**src/rtl/aes_uart_cmd_ctrl_if.sv**
```systemverilog
// aes_uart_cmd_ctrl_if: frame, transmit and AES-core signals of the command controller
interface aes_uart_cmd_ctrl_if;
  logic frame_valid;
  logic [143:0] frame_in;
  logic tx_ready;
  logic [143:0] tx_frame;
  logic tx_send;
  logic [127:0] aes_key;
  logic [127:0] aes_text_in;
  logic aes_ld;
  logic aes_done;
  logic [127:0] aes_text_out;
  logic busy;
  logic [7:0] err_count;
  modport master(
    output frame_valid, frame_in, tx_ready, aes_done, aes_text_out,
    input tx_frame, tx_send, aes_key, aes_text_in, aes_ld, busy, err_count
  );
  modport slave(
    input frame_valid, frame_in, tx_ready, aes_done, aes_text_out,
    output tx_frame, tx_send, aes_key, aes_text_in, aes_ld, busy, err_count
  );
endinterface

```
**src/rtl/aes_uart_cmd_ctrl.sv**
```systemverilog
// aes_uart_cmd_ctrl: UART frame command decoder and AES core sequencer
module aes_uart_cmd_ctrl #(
  parameter int FRAME_BYTES = 18,
  parameter int TIMEOUT_CYCLES = 64
) (
  input logic clk,
  input logic reset,
  aes_uart_cmd_ctrl_if.slave bus
);
  localparam int W = FRAME_BYTES * 8;
  typedef enum logic [2:0] {IDLE, DECODE, AES_START, AES_WAIT, TX_WAIT, TX_SEND} state_t;
  state_t state, state_n;
  logic [W-1:0] frame;
  logic [7:0] cmd, err, cnt;
  logic [127:0] payload, key, pt, result;
  logic [143:0] txf, reply;
  logic reply_en, key_ld, pt_ld, res_ld, err_inc, drop;
  assign cmd = frame[W-1-:8];
  assign payload = frame[W-9:8];
  assign drop = bus.frame_valid && state != IDLE;
  assign bus.tx_frame = txf;
  assign bus.tx_send = state == TX_SEND;
  assign bus.aes_key = key;
  assign bus.aes_text_in = pt;
  assign bus.aes_ld = state == AES_START;
  assign bus.busy = state != IDLE;
  assign bus.err_count = err;
  // state register
  always_ff @(posedge clk) state <= reset ? IDLE : state_n;
  // next state and the register loads each state requests
  always_comb begin
    state_n = state;
    reply = '0;
    reply_en = 1'b0;
    key_ld = 1'b0;
    pt_ld = 1'b0;
    res_ld = 1'b0;
    err_inc = 1'b0;
    case (state)
      IDLE: state_n = bus.frame_valid ? DECODE : IDLE;
      DECODE: begin
        state_n = TX_WAIT;
        reply_en = 1'b1;
        case (cmd == frame[7:0] ? cmd : 8'h00)
          8'h41: reply = {cmd, "0123456789ABCDEF", cmd};
          8'h42: reply = {cmd, result, cmd};
          8'h61: reply = {cmd, key, cmd};
          8'h62: reply = {cmd, pt, cmd};
          8'h43: begin reply_en = 1'b0; key_ld = 1'b1; state_n = IDLE; end
          8'h44: begin reply_en = 1'b0; pt_ld = 1'b1; state_n = IDLE; end
          8'h45: begin reply_en = 1'b0; state_n = AES_START; end
          8'h46: begin reply_en = 1'b0; pt_ld = 1'b1; state_n = AES_START; end
          default: begin reply = {8'h3F, 128'h0, 8'h3F}; err_inc = 1'b1; end
        endcase
      end
      AES_START: state_n = AES_WAIT;
      AES_WAIT:
        if (cnt != 8'd0 && bus.aes_done) begin
          res_ld = 1'b1;
          reply = {cmd, bus.aes_text_out, cmd};
          reply_en = cmd == 8'h46;
          state_n = cmd == 8'h46 ? TX_WAIT : IDLE;
        end else if (cnt == 8'(TIMEOUT_CYCLES - 1)) begin
          reply = {8'h21, 128'h0, 8'h21};
          reply_en = 1'b1;
          err_inc = 1'b1;
          state_n = TX_WAIT;
        end
      TX_WAIT: state_n = bus.tx_ready ? TX_SEND : TX_WAIT;
      TX_SEND: state_n = IDLE;
      default: state_n = IDLE;
    endcase
  end
  // latched frame, AES operands, result, reply frame, wait counter and error counter
  always_ff @(posedge clk) begin
    if (reset) begin
      frame <= '0;
      key <= '0;
      pt <= '0;
      result <= '0;
      txf <= '0;
      cnt <= '0;
      err <= '0;
    end else begin
      if (state == IDLE && bus.frame_valid) frame <= bus.frame_in;
      if (key_ld) key <= payload;
      if (pt_ld) pt <= payload;
      if (res_ld) result <= bus.aes_text_out;
      if (reply_en) txf <= reply;
      cnt <= state == AES_WAIT ? cnt + 8'd1 : 8'd0;
      if ((err_inc || drop) && err != 8'hFF) err <= err + 8'd1;
    end
  end
endmodule

```
**src/flat_wrapper.sv**
```systemverilog
// flat-port wrapper written by rule: the top's interface ports become plain ports
module aes_uart_cmd_ctrl_flat 
#(
  parameter int FRAME_BYTES = 18,
  parameter int TIMEOUT_CYCLES = 64
)
  (clk, reset, bus_frame_valid, bus_frame_in, bus_tx_ready, bus_aes_done, bus_aes_text_out, bus_tx_frame, bus_tx_send, bus_aes_key, bus_aes_text_in, bus_aes_ld, bus_busy, bus_err_count);
  aes_uart_cmd_ctrl_if bus_i ();
  input logic clk;
  input logic reset;
  input wire logic [$bits(bus_i.frame_valid)-1:0] bus_frame_valid;
  input wire logic [$bits(bus_i.frame_in)-1:0] bus_frame_in;
  input wire logic [$bits(bus_i.tx_ready)-1:0] bus_tx_ready;
  input wire logic [$bits(bus_i.aes_done)-1:0] bus_aes_done;
  input wire logic [$bits(bus_i.aes_text_out)-1:0] bus_aes_text_out;
  output wire logic [$bits(bus_i.tx_frame)-1:0] bus_tx_frame;
  output wire logic [$bits(bus_i.tx_send)-1:0] bus_tx_send;
  output wire logic [$bits(bus_i.aes_key)-1:0] bus_aes_key;
  output wire logic [$bits(bus_i.aes_text_in)-1:0] bus_aes_text_in;
  output wire logic [$bits(bus_i.aes_ld)-1:0] bus_aes_ld;
  output wire logic [$bits(bus_i.busy)-1:0] bus_busy;
  output wire logic [$bits(bus_i.err_count)-1:0] bus_err_count;
  assign bus_i.frame_valid = bus_frame_valid;
  assign bus_i.frame_in = bus_frame_in;
  assign bus_i.tx_ready = bus_tx_ready;
  assign bus_i.aes_done = bus_aes_done;
  assign bus_i.aes_text_out = bus_aes_text_out;
  assign bus_tx_frame = bus_i.tx_frame;
  assign bus_tx_send = bus_i.tx_send;
  assign bus_aes_key = bus_i.aes_key;
  assign bus_aes_text_in = bus_i.aes_text_in;
  assign bus_aes_ld = bus_i.aes_ld;
  assign bus_busy = bus_i.busy;
  assign bus_err_count = bus_i.err_count;
  aes_uart_cmd_ctrl #(.FRAME_BYTES(FRAME_BYTES), .TIMEOUT_CYCLES(TIMEOUT_CYCLES)) u_core (.clk(clk), .reset(reset), .bus(bus_i));
endmodule
```
**config.mk**
```make
export PLATFORM = sky130hd
export DESIGN_NAME = aes_uart_cmd_ctrl_flat
export DESIGN_NICKNAME = d
export VERILOG_FILES = /design/src/rtl/aes_uart_cmd_ctrl_if.sv /design/src/rtl/aes_uart_cmd_ctrl.sv /design/src/flat_wrapper.sv
export SDC_FILE = /design/constraint.sdc
export NUM_CORES = 2
export LEC_CHECK = 0
export ABC_CLOCK_PERIOD_IN_PS = 2300
export CORE_AREA = 5 5 263 265
export CTS_CLUSTER_SIZE = 24
export DETAILED_ROUTE_END_ITERATION = 8
export DIE_AREA = 0 0 268 270
export PLACE_DENSITY = 0.72
export RECOVER_POWER = 100
export SLEW_MARGIN = 0
export SYNTH_ARGS = -nofsm -noshare
export SYNTH_HDL_FRONTEND = slang
export SYNTH_SLANG_ARGS = --single-unit
```
**constraint.sdc**
```tcl
create_clock -name clk -period 2.3 [get_ports clk]
set_input_delay 0.23 -clock clk [delete_from_list [all_inputs] [get_ports clk]]
set_output_delay 0.23 -clock clk [all_outputs]
set_load 0.01 [all_outputs]
```
==> summary.md <==
| Metric | Value |
|---|---|
| Outcome | `finished with violations` |
| Failing checks | `setup timing` |
| First-pass GRT wire length | `162 mm` |
| Tcrit/Tclk final | `1.04` |
| Req. time, crit path | `2.76 ns` |
| IO Pins | `688` |
| DIE HEIGHT | `270 um` |
| Hold Vio Cnt, Final | `0` |
| Area share of the largest cell type after synthesis | `0.492` |
| Routed vias | `28227` |
| Slew at the pin closest to its max-slew limit | `0.778 ns` |
| Post-synthesis register bit count | `683` |
| Cell Count, Final, Fillers Out | `4983` |
| Synth Area in XOR/XNOR | `0.00472` |
| FMAX | `0.419 GHz` |
| Syn nets | `3668` |
| Post-Route Utilization | `0.608` |
| Commonest non-fill, non-tap cell in the layout | `nand2_1` |
| Reg power frac | `0.442` |
| Post-Synth Simple-Gate Area | `0.182` |
| Power per cell area | `703 nW/um2` |
| Worst-skew pair later-pin latency | `0.62 ns` |
| Clk buf depth | `3` |
| Ratio of cells with drive above 1 in the final layout | `0.136` |
| DRT iter0 DRCs | `2962` |
| Total of max-cap violations | `0` |
| Total grt overflow | `0` |
| Synth cell types | `51` |
| Post-synth EDFFs | `0` |
| Critical Path Start Type | `flop` |
| Synthesized cell area | `27800 um2` |
| Final Max Tran Viols | `0` |
| Worst Skew | `0.0314 ns` |
| CTS tree | `done` |
| Cell-internal power | `21300 uW` |
| Final setup fails | `136` |
| Setup ws final | `-0.0893 ns` |
| WP data arrival | `2.85 ns` |
| Relative slew slack | `0.482` |
| Clock sinks | `683` |
| Setup crit end kind | `flop` |
| First-pass DRT Iterations | `6` |
| Worst hold margin | `0.168 ns` |
| Clk slew on worst S/H paths | `0.06 ns` |
| Async SR Flop Fraction | `0` |
| Avg Cell Area, Syn | `8.21 um2` |
| Cells after synthesis | `3388` |
| Antenna violation net count after detailed routing | `0` |
| Register area | `13700 um2` |
| Clock Tree Root | `clkbuf_16` |
| Overall Global Routing Usage | `0.285` |
| Worst Hold Class | `in -> reg` |
| Seq/Total Area, Yosys | `0.492` |
| Largest family of logic cells by synthesized area | `compound AO/OA/AOI/OAI gates` |
| Net Switching | `7170 uW` |
| Placed Cells | `4780` |
| Ranking of synthesized cells by area | `dfxtp_1, nand2_1, a21oi_1, a211oi_2, a22o_1` |
| Initial core utilization | `0.418` |
| Leakage | `0.0148 uW` |
| CTS H-tree lvls | `3` |
| Area growth syn-to-layout | `45.5%` |
| Comb power frac | `0.119` |
| Core region area | `66600 um2` |
| Min cycle time layout | `2.39 ns` |
| HPWL Detailed | `74.7 mm` |
| WL/cell | `23.2 um` |
| Reg-to-reg slack, setup | `-0.09 ns` |
| Final TNS setup | `-5.79 ns` |
| Synth area leader | `dfxtp_1` |
| Mux cell area share after synthesis | `0.00117` |
| Largest net degree at the start of global routing | `116` |
| Fillers | `5710` |
| Remaining DRCs | `0` |
| Net Sw Frac | `0.252` |
| Initial antenna violation count | `11` |
| Unrepaired setup endpoints after global routing | `yes` |
| Setup WS pre-CTS | `-0.233 ns` |
| Syn. warnings | `0` |
| Nets | `4326` |
| Worst Path Max Fanout | `8` |
| Top FF cell, synth | `dfxtp_1` |
| Die Wd | `268 um` |
| Die area | `72400 um2` |
| # rows | `95` |
| Global placement routability congestion | `0.890` |
| Cts bufs inserted | `74` |
| Synthesized-area fraction occupied by adder cells | `0.00135` |
| Synth Area in Compound Gates | `0.269` |
| Final wirelength | `116 mm` |
| Vias in the first global route | `25821` |
| Routed vias/inst | `5.66` |
| Commonest cells after routing, fill and taps aside | `nand2_1, dfxtp_1, a21oi_1` |
| Multi-input gate area | `13300 um2` |
| Worst vdd rail ir drop | `0.511 mV` |
| PortBufs | `687` |
| Crit path kind | `reg -> reg` |
| Clock share of power | `0.439` |
[layer usage]
layer  share of wire  up-vias  track usage
met2            0.47     1458        0.464
met5         0.00023        -            0
met1            0.40    13511        0.375
met4           0.047        4        0.117
met3           0.084      303       0.0492
li1                -    12951            -
[worst paths after layout]
path / startpoint / endpoint / cells past startpoint
setup / recovery: u_core.frame[140] / u_core.bus.tx_frame[127] / 8
hold / removal: bus_frame_in[68] / u_core.frame[68] / 3
setup reg to reg: u_core.frame[140] / u_core.bus.tx_frame[127] / 8
hold reg to reg: u_core.result[11] / u_core.result[11] / 2
[area by class of cell]
class	instances	area share
clock inverters	27	0.00946
repair buffers	893	0.242
multi-input cells	2388	0.329
flip-flops and latches	683	0.338
well taps	873	0.0270
diodes	9	0.000557
clock buffers	104	0.0536
inverters	6	0.000557
[sequential cells by signal (all words and copies together) (netlist names)]
register / cells
u_core.result: 128
u_core.bus.err_count: 8
u_core.bus.aes_text_in: 128
u_core.frame: 144
u_core.cnt: 8
u_core.bus.aes_key: 128
u_core.bus.tx_frame: 136
u_core.state: 3
[critical path, stage by stage, from the launching register on]
cell	delay (ns)
dfxtp_2	0.32
or4b_4	0.54
or3_4	0.40
a21oi_4	0.17
a22o_4	0.27
clkbuf_16	0.23
clkbuf_16	0.17
buf_4	0.10
a211oi_2	0.05
[power by group through the flow]
stage | clock (uW) | combinational (uW) | sequential (uW)
finish | 12500 | 3390 | 12600
global route | 13100 | 3590 | 12600
CTS | 12600 | 3110 | 12600
detailed placement | 0 | 3000 | 12800
global placement | 0 | 2960 | 12800
floorplan | 0 | 1300 | 12800
[what timing repair did]
item / CTS / global route
gates resized for setup: 42 / 152
setup endpoints to repair: 366 / 324
hold endpoints to repair: 10 / 0
hold buffers: 1 / 0
gates cloned: 4 / 29
pin swaps: 12 / 77
buffers inserted: 6 / 24
[through the flow]
step	area, um2	power [uW]
4_1_cts	39200	28300
3_3_place_gp	36200	15800
5_1_grt	40500	29300
6_report	40500	28500
3_5_place_dp	36200	15800
2_1_floorplan	27800	14100
[synthesized netlist by cell type, types with 5 or more instances]
cell      number
a211oi_2     110
nand3_1       12
buf_1         12
o31ai_1        6
inv_1          6
a211oi_1      20
buf_4         17
nor3_1         6
a22o_1       129
a221oi_1      50
clkbuf_1     248
buf_2         20
xnor2_1       11
a21oi_1      537
nand2b_1       8
buf_6         14
nor2b_1        5
nor2_1       148
and4_1         5
or4_1          7
dfxtp_1      683
a22oi_1       80
o21a_1       128
nand2_1     1075
[logic make-up after synthesis]
| logic type | count (synthesis) |
|---|---|
| AND/OR/NAND/NOR | 1294 |
| AO/OA/AOI/OAI | 1073 |
| flip-flops | 683 |
| buffers and inverters | 317 |
| XOR/XNOR | 15 |
| multiplexers | 3 |
| adder cells (fa/ha/maj) | 3 |
Power figures use the tool's default switching activity.
